## config.mk

```make
export PLATFORM = sky130hd
export DESIGN_NAME = wb_stage_pipe
export DESIGN_NICKNAME = d
export VERILOG_FILES = /design/src/rtl/wb_stage_pipe.sv
export SDC_FILE = /design/constraint.sdc
export NUM_CORES = 1
export LEC_CHECK = 0
export BUFFER_PORTS_ARGS = -buffer_cell sky130_fd_sc_hd__buf_2
export CAP_MARGIN = 20
export CORE_UTILIZATION = 41
export DETAILED_ROUTE_END_ITERATION = 10
export GPL_TIMING_DRIVEN = 1
export PLACE_DENSITY = 0.83
export SLEW_MARGIN = 20
export SYNTH_ARGS = -nofsm -noshare
export SYNTH_HDL_FRONTEND = slang
export SYNTH_SLANG_ARGS = --single-unit
```

## constraint.sdc

```tcl
create_clock -name clk_i -period 1.9 [get_ports clk_i]
set_input_delay 0.285 -clock clk_i [delete_from_list [all_inputs] [get_ports clk_i]]
set_output_delay 0.285 -clock clk_i [all_outputs]
set_load 0.02 [all_outputs]
```

## src/rtl/wb_stage_pipe.sv

```systemverilog
// wb_stage_pipe: Y86-64 write-back stage register with RF write ports, forwarding, halt latch and retire counter
module wb_stage_pipe #(
  parameter int DATA_W = 64,
  parameter int RADDR_W = 4,
  parameter logic [RADDR_W-1:0] RNONE = '1,
  parameter int CNT_W = 32
) (
  input  logic               clk_i,
  input  logic               rst_i,
  input  logic               m_valid_i,
  input  logic [3:0]         m_icode_i,
  input  logic [1:0]         m_stat_i,
  input  logic [RADDR_W-1:0] m_dste_i,
  input  logic [RADDR_W-1:0] m_dstm_i,
  input  logic [DATA_W-1:0]  m_vale_i,
  input  logic [DATA_W-1:0]  m_valm_i,
  input  logic               w_stall_i,
  input  logic               w_bubble_i,
  output logic               rf_we_e_o,
  output logic [RADDR_W-1:0] rf_addr_e_o,
  output logic [DATA_W-1:0]  rf_data_e_o,
  output logic               rf_we_m_o,
  output logic [RADDR_W-1:0] rf_addr_m_o,
  output logic [DATA_W-1:0]  rf_data_m_o,
  output logic [RADDR_W-1:0] fwd_dste_o,
  output logic [RADDR_W-1:0] fwd_dstm_o,
  output logic [1:0]         stat_o,
  output logic               halted_o,
  output logic [CNT_W-1:0]   retired_o
);
  logic               valid_q, valid_d;
  logic [3:0]         icode_q, icode_d;
  logic [1:0]         stat_q, stat_d;
  logic [RADDR_W-1:0] dste_q, dste_d, dstm_q, dstm_d;
  logic [DATA_W-1:0]  vale_q, vale_d, valm_q, valm_d;
  logic               halted_q;
  logic [CNT_W-1:0]   cnt_q, cnt_d;
  logic               act, fault, bub, load, unused_icode;
  assign act   = valid_q & (stat_q == 2'b00) & ~halted_q;
  assign fault = valid_q & (stat_q != 2'b00);
  // a faulting instruction freezes W immediately so stat_o keeps showing it once halted
  assign bub   = ~halted_q & ~fault & w_bubble_i;
  assign load  = ~halted_q & ~fault & ~w_bubble_i & ~w_stall_i;
  assign unused_icode = ^icode_q;
  // W register next state: bubble beats stall, halt/fault freezes everything
  always_comb begin
    valid_d = bub ? 1'b0  : load ? m_valid_i : valid_q;
    icode_d = bub ? 4'h1  : load ? m_icode_i : icode_q;
    stat_d  = bub ? 2'b00 : load ? m_stat_i  : stat_q;
    dste_d  = bub ? RNONE : load ? m_dste_i  : dste_q;
    dstm_d  = bub ? RNONE : load ? m_dstm_i  : dstm_q;
    vale_d  = bub ? '0    : load ? m_vale_i  : vale_q;
    valm_d  = bub ? '0    : load ? m_valm_i  : valm_q;
    cnt_d   = (act & (w_bubble_i | ~w_stall_i) & (cnt_q != '1)) ? cnt_q + {{(CNT_W-1){1'b0}}, 1'b1} : cnt_q;
  end
  // state registers with synchronous reset to the bubble
  always_ff @(posedge clk_i) begin
    if (rst_i) begin
      valid_q  <= 1'b0;
      icode_q  <= 4'h1;
      stat_q   <= 2'b00;
      dste_q   <= RNONE;
      dstm_q   <= RNONE;
      vale_q   <= '0;
      valm_q   <= '0;
      halted_q <= 1'b0;
      cnt_q    <= '0;
    end else begin
      valid_q  <= valid_d;
      icode_q  <= icode_d;
      stat_q   <= stat_d;
      dste_q   <= dste_d;
      dstm_q   <= dstm_d;
      vale_q   <= vale_d;
      valm_q   <= valm_d;
      halted_q <= halted_q | fault;
      cnt_q    <= cnt_d;
    end
  end
  assign rf_we_m_o   = act & (dstm_q != RNONE);
  assign rf_we_e_o   = act & (dste_q != RNONE) & (dste_q != dstm_q);
  assign rf_addr_e_o = dste_q;
  assign rf_addr_m_o = dstm_q;
  assign rf_data_e_o = vale_q;
  assign rf_data_m_o = valm_q;
  assign fwd_dste_o  = rf_we_e_o ? dste_q : RNONE;
  assign fwd_dstm_o  = rf_we_m_o ? dstm_q : RNONE;
  assign stat_o      = valid_q ? stat_q : 2'b00;
  assign halted_o    = halted_q;
  assign retired_o   = cnt_q;
endmodule

```

==> flow_metrics.env <==
export IMPL_num_vias=7363
export IMPL_drive_gt1_frac=0.4214
export IMPL_p_leak_nw=4.500
export IMPL_min_from="m_dstm_i[3]"
export IMPL_r2r_slack_ns=-0.41
export IMPL_ir_worst_vdd_mv=0.6660
export IMPL_final_area_mm2=0.01016
export IMPL_start_util=0.4272
export IMPL_timing_hold_ws_ns=0.06496
export IMPL_fmax_mhz=433.6
export IMPL_antenna_left=0
export IMPL_cpPeakStageDelay_ns=0.56
export IMPL_hold_viol_final=0
export IMPL_switching_share=0.2673
export IMPL_combPwrFrac=0.094
export IMPL_p_per_area_mw_per_mm2=773.8
export IMPL_synth_seq_cells=172
export IMPL_syn_avg_cell_area_um2=7.921
export IMPL_drtPass1Iterations=5
export IMPL_dieHeight_um=128.8
export IMPL_io_pins=328
export IMPL_min_to="rf_addr_m_o[3]"
export IMPL_final_common_cell="buf_2"
export IMPL_worstSetupStartpoint="halted_o"
export IMPL_cts_hold_buf=0
export IMPL_synth_cells=832
export IMPL_r2r_end="retired_o[30]"
export IMPL_crit_path_max_fanout=3
export IMPL_critical_path_slowest_cell="or4b_4"
export IMPL_insertion_delay_ns=0.43
export IMPL_drtIter0Drc=493
export IMPL_rr_worst_depth=7
export IMPL_worst_slew_pin_slew_ns=0.5502
export IMPL_syn_area_mm2=0.006590
export IMPL_p_int_mw=5.761
export IMPL_slew_headroom=0.6324
export IMPL_cp_arrival_ns=2.66
export IMPL_holdPathStages=3
export IMPL_rsz0062_at_grt="true"
export IMPL_die_area_mm2=0.01658
export IMPL_async_reset_ff_frac=0
export IMPL_placed_cell_area_mm2=0.009095
export IMPL_grt_pass1_vias=6665
export IMPL_fin_nets=1362
export IMPL_wl_per_cell_um=15.96
export IMPL_place_hpwl_mm=15.42
export IMPL_fin_skew_ns=0.01049
export IMPL_drt_total_wl_mm=22.97
export IMPL_grt_antenna_before_repair=2
export IMPL_crit_path_end_kind="flip-flop"
export IMPL_layout_common_cells="buf_2, nand2_1, dfxtp_1"
export IMPL_reg2reg_from="halted_o"
export IMPL_crit_required_ns=2.26
export IMPL_cts_reportedPaths_clkPinSlew_ns=0.07
export IMPL_violations="negative setup slack"
export IMPL_grt_overflow_total=0
export IMPL_cts_tree="yes"
export IMPL_min_period_ns=2.306
export IMPL_crit_chain="or4b_4, buf_6, nor4_4, buf_4, o31ai_4, or4_1, a21oi_1"
export IMPL_layout_setup_ws_ns=-0.4061
export IMPL_syn2layout_area_growth_pct=54.19
export IMPL_drc=0
export IMPL_grt_max_degree=102
export IMPL_synth_warnings=0
export IMPL_worst_hold_path_type="in -> reg"
export IMPL_pwr_share_seq=0.470
export IMPL_slew_viol_final=0
export IMPL_clockPowerShare=0.435
export IMPL_synthFlopType="dfxtp_1"
export IMPL_cts_num_sinks=172
export IMPL_htreeDepth=4
export IMPL_cts_root_buffer="clkbuf_16"
export IMPL_portBuffers=323
export IMPL_gp_congestion=0.8436
export IMPL_die_x_um=128.8
export IMPL_synth_edf_count=0
export IMPL_cts_buffers=17
export IMPL_core_area_mm2=0.01543
export IMPL_grt_pass1_wl_mm=32.81
export IMPL_crit_path_start_kind="flip-flop"
export IMPL_ctsLongestPathBuffers=2
export IMPL_min_period_over_period=1.214
export IMPL_vias_per_cell=5.117
export IMPL_synthDistinctLibCells=35
export IMPL_num_rows=45
export IMPL_final_setup_viol_count=41
export IMPL_switching_power_mw=2.102
export IMPL_ys_seq_area_frac=0.5225
export IMPL_maxCapViolCount=0
export IMPL_grt_total_usage=0.2545
export IMPL_crit_type="reg -> reg"
export IMPL_post_route_util=0.6586
export IMPL_status="finished with violations"
export IMPL_syn_nets=980
cell usage after synthesis (2+ instances only):
cell type | number | area share
nor2_1 | 19 | 0.011
o21ai_0 | 14 | 0.011
or4_1 | 6 | 0.0068
xor2_1 | 8 | 0.011
and4_1 | 4 | 0.0053
nand2b_1 | 4 | 0.0038
nand3_1 | 20 | 0.015
nor4_4 | 3 | 0.0097
and2_1 | 5 | 0.0047
a21oi_1 | 153 | 0.12
nor3_1 | 5 | 0.0038
nand4_1 | 11 | 0.010
or2_2 | 5 | 0.0047
o31ai_1 | 8 | 0.0091
nor4_1 | 3 | 0.0028
o41ai_1 | 2 | 0.0027
clkbuf_1 | 50 | 0.028
nand2_1 | 290 | 0.17
a41oi_1 | 2 | 0.0027
or3_1 | 17 | 0.016
nor2b_1 | 7 | 0.0066
dfxtp_1 | 172 | 0.52
buf_2 | 3 | 0.0023
nor4b_1 | 3 | 0.0040
mux2_2 | 6 | 0.010
inv_1 | 3 | 0.0017
per-stage QoR:
step,setup slack [ns],total power [mW],std cells,TNS (ns)
CTS,-0.2399,7.885,1427,-5.471
global placement,-0.1019,4.459,1384,-0.9254
global route,-0.5139,8.134,1439,-14.10
finish,-0.4061,7.862,1439,-10.45
detailed placement,-0.1588,4.473,1384,-1.698
floorplan,-0.07332,4.118,832,-0.2841
final cells by class:
class / count / area (um2)
sequential: 172 / 3490
clock inverter: 14 / 143.9
antenna: 1 / 2.502
tap: 211 / 264.0
inverter: 3 / 11.26
fill: 1261 / 5266
clock buffer: 18 / 439.2
multi-input combinational: 603 / 3204
timing repair buffer: 417 / 2606
repair_timing:
action	4_1_cts	5_1_grt
cloned	1	2
pin swaps	8	21
endpoints found under the setup margin	34	68
setup buffers	10	10
gates resized for setup	24	40
critical path, delay by kind of cell, from the launching register on:
| kind | cells | cell delay, ns |
|---|---|---|
| buf+inv | 2 | 0.32 |
| simple gates | 3 | 1.34 |
| compound gates | 2 | 0.23 |
| flops | 1 | 0.34 |
state kept, by name (all words and copies together) (netlist names):
register     count
halted_o         1
valid_q          1
stat_q           2
rf_addr_e_o      4
rf_addr_m_o      4
retired_o       32
rf_data_e_o     64
rf_data_m_o     64
kinds of logic (layout without fill, tap and decap cells):
group                      after synthesis  count (layout)  share of synthesized area
adders and majority gates                1               1                   0.001898
and+or+nand+nor                        407             407                     0.2778
muxes                                    7               7                    0.01177
AOI/OAI and AO/OA                      180             180                     0.1424
DFF                                    172             172                     0.5225
other                                    0               1                          0
buffers and inverters                   57             452                    0.03303
xor gates and xnor gates                 8               8                    0.01063
power groups by stage:
stage | registers [mW] | logic (mW) | clock network (mW)
after CTS | 3.70 | 0.707 | 3.48
after detailed placement | 3.78 | 0.693 | 0
after floorplan | 3.86 | 0.254 | 0
final | 3.70 | 0.742 | 3.42
after global placement | 3.78 | 0.683 | 0
after global routing | 3.70 | 0.800 | 3.63
per-layer routing:
layer,vias up,track usage,wire length (um)
met3,57,0.07069,1730
met5,-,0,0
met1,3424,0.2923,8625
li1,3552,-,-
met2,330,0.4486,11910
met4,0,0.09758,706
how the worst max path moves through the flow:
| stage | endpoint | slack, ns | depth (start not counted) |
|---|---|---|---|
| after floorplan | retired_o[31] | -0.07 | 5 |
| after global placement | retired_o[31] | -0.10 | 5 |
| after detailed placement | retired_o[29] | -0.16 | 6 |
| after CTS | rf_we_m_o | -0.24 | 4 |
| after global routing | retired_o[30] | -0.51 | 7 |
| final | retired_o[30] | -0.41 | 7 |
Power figures use the tool's default switching activity.
